`src/rtl/mem_arbiter_pkg.sv`:
```
// Shared types and constants for the memory-port arbiter slice.
package pine_mem_pkg;

    localparam int unsigned ADDR_W      = 20;
    localparam int unsigned DATA_W      = 16;
    localparam int unsigned STARVE_W    = 4;
    localparam int unsigned DEF_TIMEOUT = 15;
    localparam int unsigned DEF_FSTARVE = 3;

    typedef enum logic [1:0] {
        IDLE = 2'd0,
        BUSY = 2'd1,
        RESP = 2'd2
    } state_e;

    localparam logic RW_READ  = 1'b0;
    localparam logic RW_WRITE = 1'b1;

    localparam logic REQ_F = 1'b0;
    localparam logic REQ_X = 1'b1;

    // Memory command captured at grant time
    typedef struct packed {
        logic              rw;
        logic [ADDR_W-1:0] addr;
        logic [DATA_W-1:0] wdata;
    } mem_cmd_t;

    function automatic logic [STARVE_W-1:0] starve_inc(input logic [STARVE_W-1:0] cnt,
                                                       input logic [STARVE_W-1:0] lim);
        return (cnt >= lim) ? cnt : cnt + STARVE_W'(1);
    endfunction

endpackage

```
`src/rtl/mem_arbiter_if.sv`:
```
// Requester and memory-side signals of the shared memory port.
interface mem_arbiter_if;
    import pine_mem_pkg::*;

    logic              rqf;
    logic [ADDR_W-1:0] adf;
    logic              akf;
    logic              rqx;
    logic              rwx;
    logic [ADDR_W-1:0] adx;
    logic [DATA_W-1:0] dwx;
    logic              akx;
    logic [DATA_W-1:0] rdata;
    logic              err;
    logic              rqm;
    logic              rwm;
    logic [ADDR_W-1:0] adm;
    logic [DATA_W-1:0] dwm;
    logic              akm;
    logic [DATA_W-1:0] drm;

    // Arbiter view
    modport slave (
        input  rqf, adf, rqx, rwx, adx, dwx, akm, drm,
        output akf, akx, rdata, err, rqm, rwm, adm, dwm
    );

    // Requesters plus memory view
    modport master (
        output rqf, adf, rqx, rwx, adx, dwx, akm, drm,
        input  akf, akx, rdata, err, rqm, rwm, adm, dwm
    );

endinterface

```
`src/rtl/mem_arbiter_wdog.sv`:
```
// Bus watchdog: counts enabled cycles after a clear and flags TIMEOUT-1.
module mem_wdog #(
    parameter int unsigned TIMEOUT = 15
) (
    input  logic clk,
    input  logic rst,
    input  logic clr,
    input  logic en,
    output logic expire
);

    localparam int unsigned CNT_W = $clog2(TIMEOUT);

    logic [CNT_W-1:0] cnt_q;

    assign expire = (cnt_q == CNT_W'(TIMEOUT - 1));

    always_ff @(posedge clk or posedge rst) begin
        if (rst) begin
            cnt_q <= '0;
        end else if (clr) begin
            cnt_q <= '0;
        end else if (en && !expire) begin
            cnt_q <= cnt_q + CNT_W'(1);
        end
    end

endmodule

```
`src/rtl/mem_arbiter.sv`:
```
// Shares one memory port between fetch (read-only) and execute (read/write),
// execute first, with a starvation guard for fetch and a bus-timeout watchdog.
module mem_arbiter
    import pine_mem_pkg::*;
#(
    parameter int unsigned TIMEOUT = DEF_TIMEOUT,
    parameter int unsigned FSTARVE = DEF_FSTARVE
) (
    input  logic         clk,
    input  logic         rst,
    mem_arbiter_if.slave bus
);

    localparam logic [STARVE_W-1:0] STARVE_LIM = STARVE_W'(FSTARVE);

    state_e              state_q, state_d;
    mem_cmd_t            cmd_q, cmd_d;
    logic                win_q, win_d;
    logic [STARVE_W-1:0] starve_q, starve_d;
    logic                rqm_q, rqm_d;
    logic                akf_q, akf_d;
    logic                akx_q, akx_d;
    logic                err_q, err_d;
    logic [DATA_W-1:0]   rdata_q, rdata_d;
    logic                grant_f;
    logic                wd_clr, wd_en, wd_expire;

    mem_wdog #(.TIMEOUT(TIMEOUT)) u_wdog (
        .clk    (clk),
        .rst    (rst),
        .clr    (wd_clr),
        .en     (wd_en),
        .expire (wd_expire)
    );

    always_comb begin
        state_d  = state_q;
        cmd_d    = cmd_q;
        win_d    = win_q;
        starve_d = starve_q;
        rqm_d    = rqm_q;
        rdata_d  = rdata_q;
        akf_d    = 1'b0;
        akx_d    = 1'b0;
        err_d    = 1'b0;
        wd_clr   = 1'b0;
        wd_en    = 1'b0;
        // Fetch wins only when alone or once execute has used up its streak
        grant_f  = bus.rqf && (!bus.rqx || (starve_q == STARVE_LIM));

        case (state_q)
            IDLE: begin
                if (bus.rqf || bus.rqx) begin
                    rqm_d   = 1'b1;
                    wd_clr  = 1'b1;
                    state_d = BUSY;
                    if (grant_f) begin
                        win_d      = REQ_F;
                        cmd_d.rw   = RW_READ;
                        cmd_d.addr = bus.adf;
                        starve_d   = '0;
                    end else begin
                        win_d       = REQ_X;
                        cmd_d.rw    = bus.rwx;
                        cmd_d.addr  = bus.adx;
                        cmd_d.wdata = bus.dwx;
                        if (bus.rqf) begin
                            starve_d = starve_inc(starve_q, STARVE_LIM);
                        end
                    end
                end
            end
            BUSY: begin
                // A memory ack on the expiry edge still completes normally
                if (bus.akm || wd_expire) begin
                    rqm_d   = 1'b0;
                    akf_d   = (win_q == REQ_F);
                    akx_d   = (win_q == REQ_X);
                    err_d   = !bus.akm;
                    state_d = RESP;
                    if (cmd_q.rw == RW_READ) begin
                        rdata_d = bus.akm ? bus.drm : '1;
                    end
                end else begin
                    wd_en = 1'b1;
                end
            end
            RESP: begin
                state_d = IDLE;
            end
            default: begin
                state_d = IDLE;
            end
        endcase
    end

    always_ff @(posedge clk or posedge rst) begin
        if (rst) begin
            state_q  <= IDLE;
            cmd_q    <= '0;
            win_q    <= REQ_F;
            starve_q <= '0;
            rqm_q    <= 1'b0;
            akf_q    <= 1'b0;
            akx_q    <= 1'b0;
            err_q    <= 1'b0;
            rdata_q  <= '0;
        end else begin
            state_q  <= state_d;
            cmd_q    <= cmd_d;
            win_q    <= win_d;
            starve_q <= starve_d;
            rqm_q    <= rqm_d;
            akf_q    <= akf_d;
            akx_q    <= akx_d;
            err_q    <= err_d;
            rdata_q  <= rdata_d;
        end
    end

    assign bus.rqm   = rqm_q;
    assign bus.rwm   = cmd_q.rw;
    assign bus.adm   = cmd_q.addr;
    assign bus.dwm   = cmd_q.wdata;
    assign bus.akf   = akf_q;
    assign bus.akx   = akx_q;
    assign bus.err   = err_q;
    assign bus.rdata = rdata_q;

endmodule

```
`src/flat_wrapper.sv`:
```
// flat-port wrapper written by rule: the top's interface ports become plain ports
module mem_arbiter_flat import pine_mem_pkg::*;
#(
    parameter int unsigned TIMEOUT = DEF_TIMEOUT,
    parameter int unsigned FSTARVE = DEF_FSTARVE
)
  (clk, rst, bus_rqf, bus_adf, bus_rqx, bus_rwx, bus_adx, bus_dwx, bus_akm, bus_drm, bus_akf, bus_akx, bus_rdata, bus_err, bus_rqm, bus_rwm, bus_adm, bus_dwm);
  mem_arbiter_if bus_i ();
  input  logic clk;
  input  logic rst;
  input wire logic [$bits(bus_i.rqf)-1:0] bus_rqf;
  input wire logic [$bits(bus_i.adf)-1:0] bus_adf;
  input wire logic [$bits(bus_i.rqx)-1:0] bus_rqx;
  input wire logic [$bits(bus_i.rwx)-1:0] bus_rwx;
  input wire logic [$bits(bus_i.adx)-1:0] bus_adx;
  input wire logic [$bits(bus_i.dwx)-1:0] bus_dwx;
  input wire logic [$bits(bus_i.akm)-1:0] bus_akm;
  input wire logic [$bits(bus_i.drm)-1:0] bus_drm;
  output wire logic [$bits(bus_i.akf)-1:0] bus_akf;
  output wire logic [$bits(bus_i.akx)-1:0] bus_akx;
  output wire logic [$bits(bus_i.rdata)-1:0] bus_rdata;
  output wire logic [$bits(bus_i.err)-1:0] bus_err;
  output wire logic [$bits(bus_i.rqm)-1:0] bus_rqm;
  output wire logic [$bits(bus_i.rwm)-1:0] bus_rwm;
  output wire logic [$bits(bus_i.adm)-1:0] bus_adm;
  output wire logic [$bits(bus_i.dwm)-1:0] bus_dwm;
  assign bus_i.rqf = bus_rqf;
  assign bus_i.adf = bus_adf;
  assign bus_i.rqx = bus_rqx;
  assign bus_i.rwx = bus_rwx;
  assign bus_i.adx = bus_adx;
  assign bus_i.dwx = bus_dwx;
  assign bus_i.akm = bus_akm;
  assign bus_i.drm = bus_drm;
  assign bus_akf = bus_i.akf;
  assign bus_akx = bus_i.akx;
  assign bus_rdata = bus_i.rdata;
  assign bus_err = bus_i.err;
  assign bus_rqm = bus_i.rqm;
  assign bus_rwm = bus_i.rwm;
  assign bus_adm = bus_i.adm;
  assign bus_dwm = bus_i.dwm;
  mem_arbiter #(.TIMEOUT(TIMEOUT), .FSTARVE(FSTARVE)) u_core (.clk(clk), .rst(rst), .bus(bus_i));
endmodule
```
`config.mk`:
```
export PLATFORM = sky130hd
export DESIGN_NAME = mem_arbiter_flat
export DESIGN_NICKNAME = d
export VERILOG_FILES = /design/src/rtl/mem_arbiter_pkg.sv /design/src/rtl/mem_arbiter_if.sv /design/src/rtl/mem_arbiter_wdog.sv /design/src/rtl/mem_arbiter.sv /design/src/flat_wrapper.sv
export SDC_FILE = /design/constraint.sdc
export NUM_CORES = 1
export LEC_CHECK = 0
export ABC_AREA = 1
export ABC_CLOCK_PERIOD_IN_PS = 3000
export CAP_MARGIN = 15
export CELL_PAD_IN_SITES_DETAIL_PLACEMENT = 1
export CELL_PAD_IN_SITES_GLOBAL_PLACEMENT = 2
export CORE_ASPECT_RATIO = 1.2
export CORE_MARGIN = 2
export CORE_UTILIZATION = 23
export CTS_BUF_LIST = sky130_fd_sc_hd__clkbuf_4 sky130_fd_sc_hd__clkbuf_8
export CTS_CLUSTER_SIZE = 24
export DETAILED_ROUTE_END_ITERATION = 8
export PLACE_DENSITY_LB_ADDON = 0.2
export SYNTH_ARGS = -nofsm -noshare
export SYNTH_HDL_FRONTEND = slang
export SYNTH_SLANG_ARGS = --single-unit
```
`constraint.sdc`:
```
create_clock -name clk -period 3 [get_ports clk]
set_input_delay 0.75 -clock clk [delete_from_list [all_inputs] [get_ports clk]]
set_output_delay 0.75 -clock clk [all_outputs]
set_load 0.005 [all_outputs]
```
==> run metrics, run 1 <==
min Tclk post-route 2000 ps; met2 usage 0.221; Hold Buf Count CTS 0; initial antenna violation count 0; first-pass GRT wire length 15.0 mm; maximum vdd drop 258 uV; Vias 2972; die width 110 um; Routed Antenna Nets 0; CTS sink count 68; DR pass1 iterations 4; CP Launch Type register; WL final 9.45 mm; dominant synthesized flop cell dfrtp_1; Clk Tree Root Cell clkbuf_8; GRT Total Usage 0.136; Clock Path Buffers 2; gpl congestion 0.714; Worst setup EP type primary output; Fin. Hold Viols 0; Starting DRT DRC Count 96; die area 14400 um^2; post-CTS resize count 0; final setup violation count 0; actual slew at the worst max-slew pin 439 ps; final setup TNS 0 ps; grt met3 use 0.0420; CTS clk-pin slew, worst paths 80 ps; most frequent cell after synthesis nand2_1; Max-cap violations 0; biggest area consumer among synthesized cells dfrtp_1; largest net degree at the start of global routing 54; Core ar. 13200 um^2; height of the die 131 um; drt wl/cell 13.5 um; Pins Over Slew Limit 0; Area Growth Syn to Fin 55.4%; CP Class reg2out; crit path max-delay cell type clkdlybuf4s50_1; commonest cells in the netlist nand2_1, dfrtp_1, nand3_1; Post-synth EDFFs 0; CP arrival 1250 ps; Vias/cell 4.26; I/O pins 135; power per cell area 847 nW/um^2; Ant. Diodes 0; clk_skew 12.0 ps; post-CTS setup buffer count 0; Synth Instances 390; Synth top area share 0.550; footprint of the multi-input gates 1090 um^2; global routing's busiest layer met2; port bufs 134; Crit path buffers/inverters 1; crit path cell chain clkdlybuf4s50_1; grt met1 use 0.169; CTS H-tree lvls 3; RSZ-0062 raised after global routing false; Min-Delay Path Class reg2reg; delay-heaviest family, CP buffers and inverters; CP required 2250 ps; layout cells sized above 1 0.0623; Seq cells post-synth 68; Final HPWL DP 6.80 mm; fraction of the cycle the final worst path needs 0.668; ys async rst share 1.00; synthesized area 3100 um^2; vias in the first global route 3052; crit-path max cell delay 530 ps; FP Rows 46; Filler cells 1631; Slew headroom 0.706; Net count, final 606; area taken by flip-flops and latches 1700 um^2; synth unique cells 20; Synthesis Warnings 0; Synth area leaders dfrtp_1, nand2_1, nand3_1; worst-path fanout max 3; grt ovf 0; Initial Util 0.235; Net Count, Synth 471; CTS tree built; Synth Area per Inst 7.94 um^2; achievable frequency 499 MHz; Leak 2.42 nW; worst skew pair latency 350 ps; status complete, no violations; # DRC 0; Final Util 0.365; CTS Buf Count 9; Seq/Total Area, Yosys 0.550
## metrics by stage
| step | instance area [um^2] | std cells | setup WS [ps] | power [mW] | hold WS [ps] |
|---|---|---|---|---|---|
| after floorplan | 3100 | 390 | 538 | 2.32 | 403 |
| after global routing | 4810 | 698 | 916 | 4.46 | 455 |
| after CTS | 4810 | 698 | 954 | 4.16 | 437 |
| final | 4810 | 698 | 996 | 4.07 | 433 |
| after global placement | 4640 | 682 | 718 | 3.40 | 430 |
| after detailed placement | 4640 | 682 | 666 | 3.46 | 426 |
## sequential cells by signal, summed over array words and instances, names as in the netlist
signal,cells
u_core.bus.adm,20
u_core.bus.dwm,16
u_core.bus.rdata,16
u_core.starve_q,4
u_core.u_wdog.cnt_q,4
u_core.state_q,2
u_core.bus.akf,1
u_core.bus.akx,1
u_core.bus.err,1
u_core.bus.rqm,1
u_core.bus.rwm,1
u_core.win_q,1
## power by group
group	switching, mW	internal, mW
registers	0.243	1.33
clock network	0.369	0.307
logic	0.824	0.995
total	1.44	2.64
## layout make-up
class                      instances  share of cell area
sequential                        68               0.354
tap                              168              0.0437
timing repair buffer             143               0.295
multi-input combinational        246               0.227
inverter                          57              0.0447
clock inverter                     6             0.00858
clock buffer                      10              0.0273
## per-layer routing
metal | share of wire | vias to the layer above | routed length [um]
met1 | 0.45 | 1414 | 4240
met2 | 0.46 | 92 | 4360
li1 | - | 1461 | -
met3 | 0.078 | 5 | 736
met5 | 0 | - | 0
met4 | 0.012 | 0 | 110
## kinds of logic (layout without fill, tap and decap cells)
group           count (synthesis)  in the layout  synth area share
buf+inv                        76            216            0.0994
xor+xnor                        2              2           0.00566
simple gates                  218            218             0.293
compound gates                 23             23            0.0396
flops                          68             68             0.550
fa+ha+maj                       3              3            0.0121
## layout by cell type (no fill, tap or decap), drive strengths merged, types with 3 or more instances in the layout
cell type,instances
clkdlybuf4s50,134
nand2,131
dfrtp,68
nand3,63
inv,56
nor2,23
o21ai,22
clkbuf,10
buf,9
clkinv,4
ha,3
clkinvlp,3
## worst paths after layout
kind                            depth (start not counted)  slack [ps]                            endpoint                                from
max in group asynchronous                               3        1740      u_core.bus.adm[13]$_DFFE_PP0P_                                 rst
worst min-delay path                                    1         430            u_core.bus.akf$_DFF_PP0_            u_core.win_q$_DFFE_PP0P_
min in group asynchronous                               2         670       u_core.bus.dwm[6]$_DFFE_PP0P_                                 rst
worst max register to register                          8        1440  u_core.u_wdog.cnt_q[0]$_DFFE_PP0P_  u_core.u_wdog.cnt_q[0]$_DFFE_PP0P_
worst min register to register                          1         430            u_core.bus.akf$_DFF_PP0_            u_core.win_q$_DFFE_PP0P_
worst max-delay path                                    1        1000                             bus_rwm          u_core.bus.rwm$_DFFE_PP0P_
Power figures use the tool's default switching activity.
==> run 2, diff against run 1 <==
- ABC_CLOCK_PERIOD_IN_PS: 3000 -> 1800
- CORE_UTILIZATION: 23 -> 21
- clock period: 3 -> 1.8 ns (I/O delays scaled with it)
==> run 2 against run 1 <==
- via count grew 1.9%
- sequential power grew 66%
- utilization shrank 2.0 points
- critical path depth is the same
- critical endpoint is now bus_adm[1]
==> run metrics, run 2 (synthesized netlist as in run 1, its figures left out) <==
crit path max-delay cell type clkdlybuf4s50_1 (unchanged); crit-path max cell delay 540 ps (was 530 ps); # DRC 0 (unchanged); max reg flops 20 (unchanged); WL final 9.75 mm (was 9.45 mm); Min-Delay Path Class reg2reg (unchanged); height of the die 137 um (was 131 um); Max-cap violations 0 (unchanged); Pins Over Slew Limit 0 (unchanged); GRT Total Usage 0.131 (was 0.136); power per cell area 1420 nW/um^2 (was 847 nW/um^2); most common cell after layout, fill and taps aside clkdlybuf4s50_1 (unchanged); hold path start u_core.win_q$_DFFE_PP0P_ (unchanged); worst-case reg-to-reg path depth 8 (unchanged); Leak 2.51 nW (was 2.42 nW); Area Growth Syn to Fin 60.5% (was 55.4%); Comb power frac 0.451 (was 0.447); largest net degree at the start of global routing 69 (was 54); Initial Util 0.215 (was 0.235); CTS sink count 68 (unchanged); drt wl/cell 13.7 um (was 13.5 um); grt ovf 0 (unchanged); Clk Tree Root Cell clkbuf_8 (unchanged); Vias 3028 (was 2972); Ant. Diodes 0 (unchanged); clock share of power 0.177 (was 0.166); placed instance area 4770 um^2 (was 4640 um^2); Flop pwr share 0.372 (was 0.387); worst skew pair latency 350 ps (about the same); CP arrival 1240 ps (was 1250 ps); setup slack, reg-to-reg 240 ps (was 1440 ps); Starting DRT DRC Count 112 (was 96); CTS H-tree lvls 3 (unchanged); CTS clk-pin slew, worst paths 70 ps (was 80 ps); CTS Buf Count 9 (unchanged); gpl congestion 0.707 (was 0.714); Clock Path Buffers 2 (unchanged); CTS tree built (unchanged); first-pass GRT wire length 16.0 mm (was 15.0 mm); FP Rows 48 (was 46); Hold Path Sink u_core.bus.akf$_DFF_PP0_ (unchanged); cell count of the worst hold path 1 (unchanged); most frequent cells in the layout clkdlybuf4s50_1, nand2_1, dfrtp_1 (unchanged); NetSw 2.38 mW (was 1.44 mW); die width 115 um (was 110 um); Tot Pwr 7.05 mW (was 4.07 mW); clk_skew 6.72 ps (was 12.0 ps); achievable frequency 591 MHz; Worst setup EP type primary output (unchanged); fin area 4970 um^2 (was 4810 um^2); Internal Power 4.67 mW (was 2.64 mW); switching share of power 0.338 (was 0.353); vias in the first global route 3175 (was 3052); Net count, final 614 (was 606); worst-path fanout max 2 (was 3); Crit path buffers/inverters 1 (unchanged); status complete, no violations (unchanged); I/O pins 135 (unchanged); crit path cell chain clkdlybuf4s50_1 (unchanged); Routed Antenna Nets 0 (unchanged); maximum vdd drop 353 uV (was 258 uV); CP required 1350 ps (was 2250 ps); Slew headroom 0.695 (was 0.706); Fin. Hold Viols 0 (unchanged); min Tclk post-route 1690 ps; RSZ-0062 raised after global routing false (unchanged); DR pass1 iterations 4 (unchanged); critical path depth 1 (unchanged); fraction of the cycle the final worst path needs 0.939; layout cells sized above 1 0.0764 (was 0.0623); delay-heaviest family, CP buffers and inverters (unchanged); final setup violation count 0 (unchanged); CP Class reg2out (unchanged); Final HPWL DP 7.07 mm (was 6.80 mm); Vias/cell 4.25 (was 4.26); die area 15700 um^2 (was 14400 um^2); CP Launch Type register (unchanged); initial antenna violation count 0 (unchanged); actual slew at the worst max-slew pin 456 ps (was 439 ps); Core ar. 14400 um^2 (was 13200 um^2); R2R Path Start u_core.u_wdog.cnt_q[0]$_DFFE_PP0P_ (unchanged); reg2reg end u_core.u_wdog.cnt_q[1]$_DFFE_PP0P_ (was u_core.u_wdog.cnt_q[0]$_DFFE_PP0P_); port bufs 134 (unchanged)
## run 2: timing repair
action,in CTS,in global routing
setup endpoints to repair,0,1
resized for setup,0,1
setup buffers,0,0
hold buffers,0,0
## run 2: layer usage
| metal | track usage | vias up | part of all wire |
|---|---|---|---|
| met1 | 0.165 | 1438 | 0.46 |
| met3 | 0.0292 | 12 | 0.065 |
| met2 | 0.214 | 103 | 0.46 |
| met5 | 0 | - | 0 |
| li1 | - | 1475 | - |
| met4 | 0.0582 | 0 | 0.019 |
## run 2: worst max path at each step
stage	slack [ps]	startpoint	end
floorplan	440	u_core.u_wdog.cnt_q[0]$_DFFE_PP0P_	u_core.bus.rdata[0]$_DFFE_PP0P_
global placement	-60	bus_rqx	u_core.bus.adm[11]$_DFFE_PP0P_
detailed placement	-90	bus_rqx	u_core.bus.adm[19]$_DFFE_PP0P_
CTS	20	u_core.bus.rwm$_DFFE_PP0P_	bus_rwm
global route	30	u_core.u_wdog.cnt_q[0]$_DFFE_PP0P_	u_core.u_wdog.cnt_q[3]$_DFFE_PP0P_
finish	110	u_core.bus.adm[1]$_DFFE_PP0P_	bus_adm[1]
## run 2: power groups by stage
stage | Clock (mW) | Sequential [mW] | Combinational, mW
2_1_floorplan | 0 | 2.65 | 1.22
3_3_place_gp | 0 | 2.65 | 3.19
3_5_place_dp | 0 | 2.65 | 3.26
4_1_cts | 1.32 | 2.64 | 3.27
5_1_grt | 1.38 | 2.72 | 3.58
6_report | 1.25 | 2.63 | 3.18
## run 2: layout make-up
cell class,instances,area (um^2)
fill,1736,9450
sequential,68,1700
timing repair buffer,151,1550
multi-input combinational,246,1090
tap,175,219
inverter,57,218
clock buffer,10,138
clock inverter,5,52.6
## run 2: metrics by stage
step | setup TNS, ps | setup slack (ps) | util | instances | hold WS (ps)
CTS | 0 | 20.2 | 0.344 | 712 | 437
floorplan | 0 | 440 | - | 390 | 403
global route | 0 | 31.5 | 0.345 | 712 | 452
detailed placement | -2150 | -93.1 | 0.331 | 697 | 420
finish | 0 | 109 | 0.345 | 712 | 436
global placement | -1310 | -60.4 | 0.331 | 697 | 415
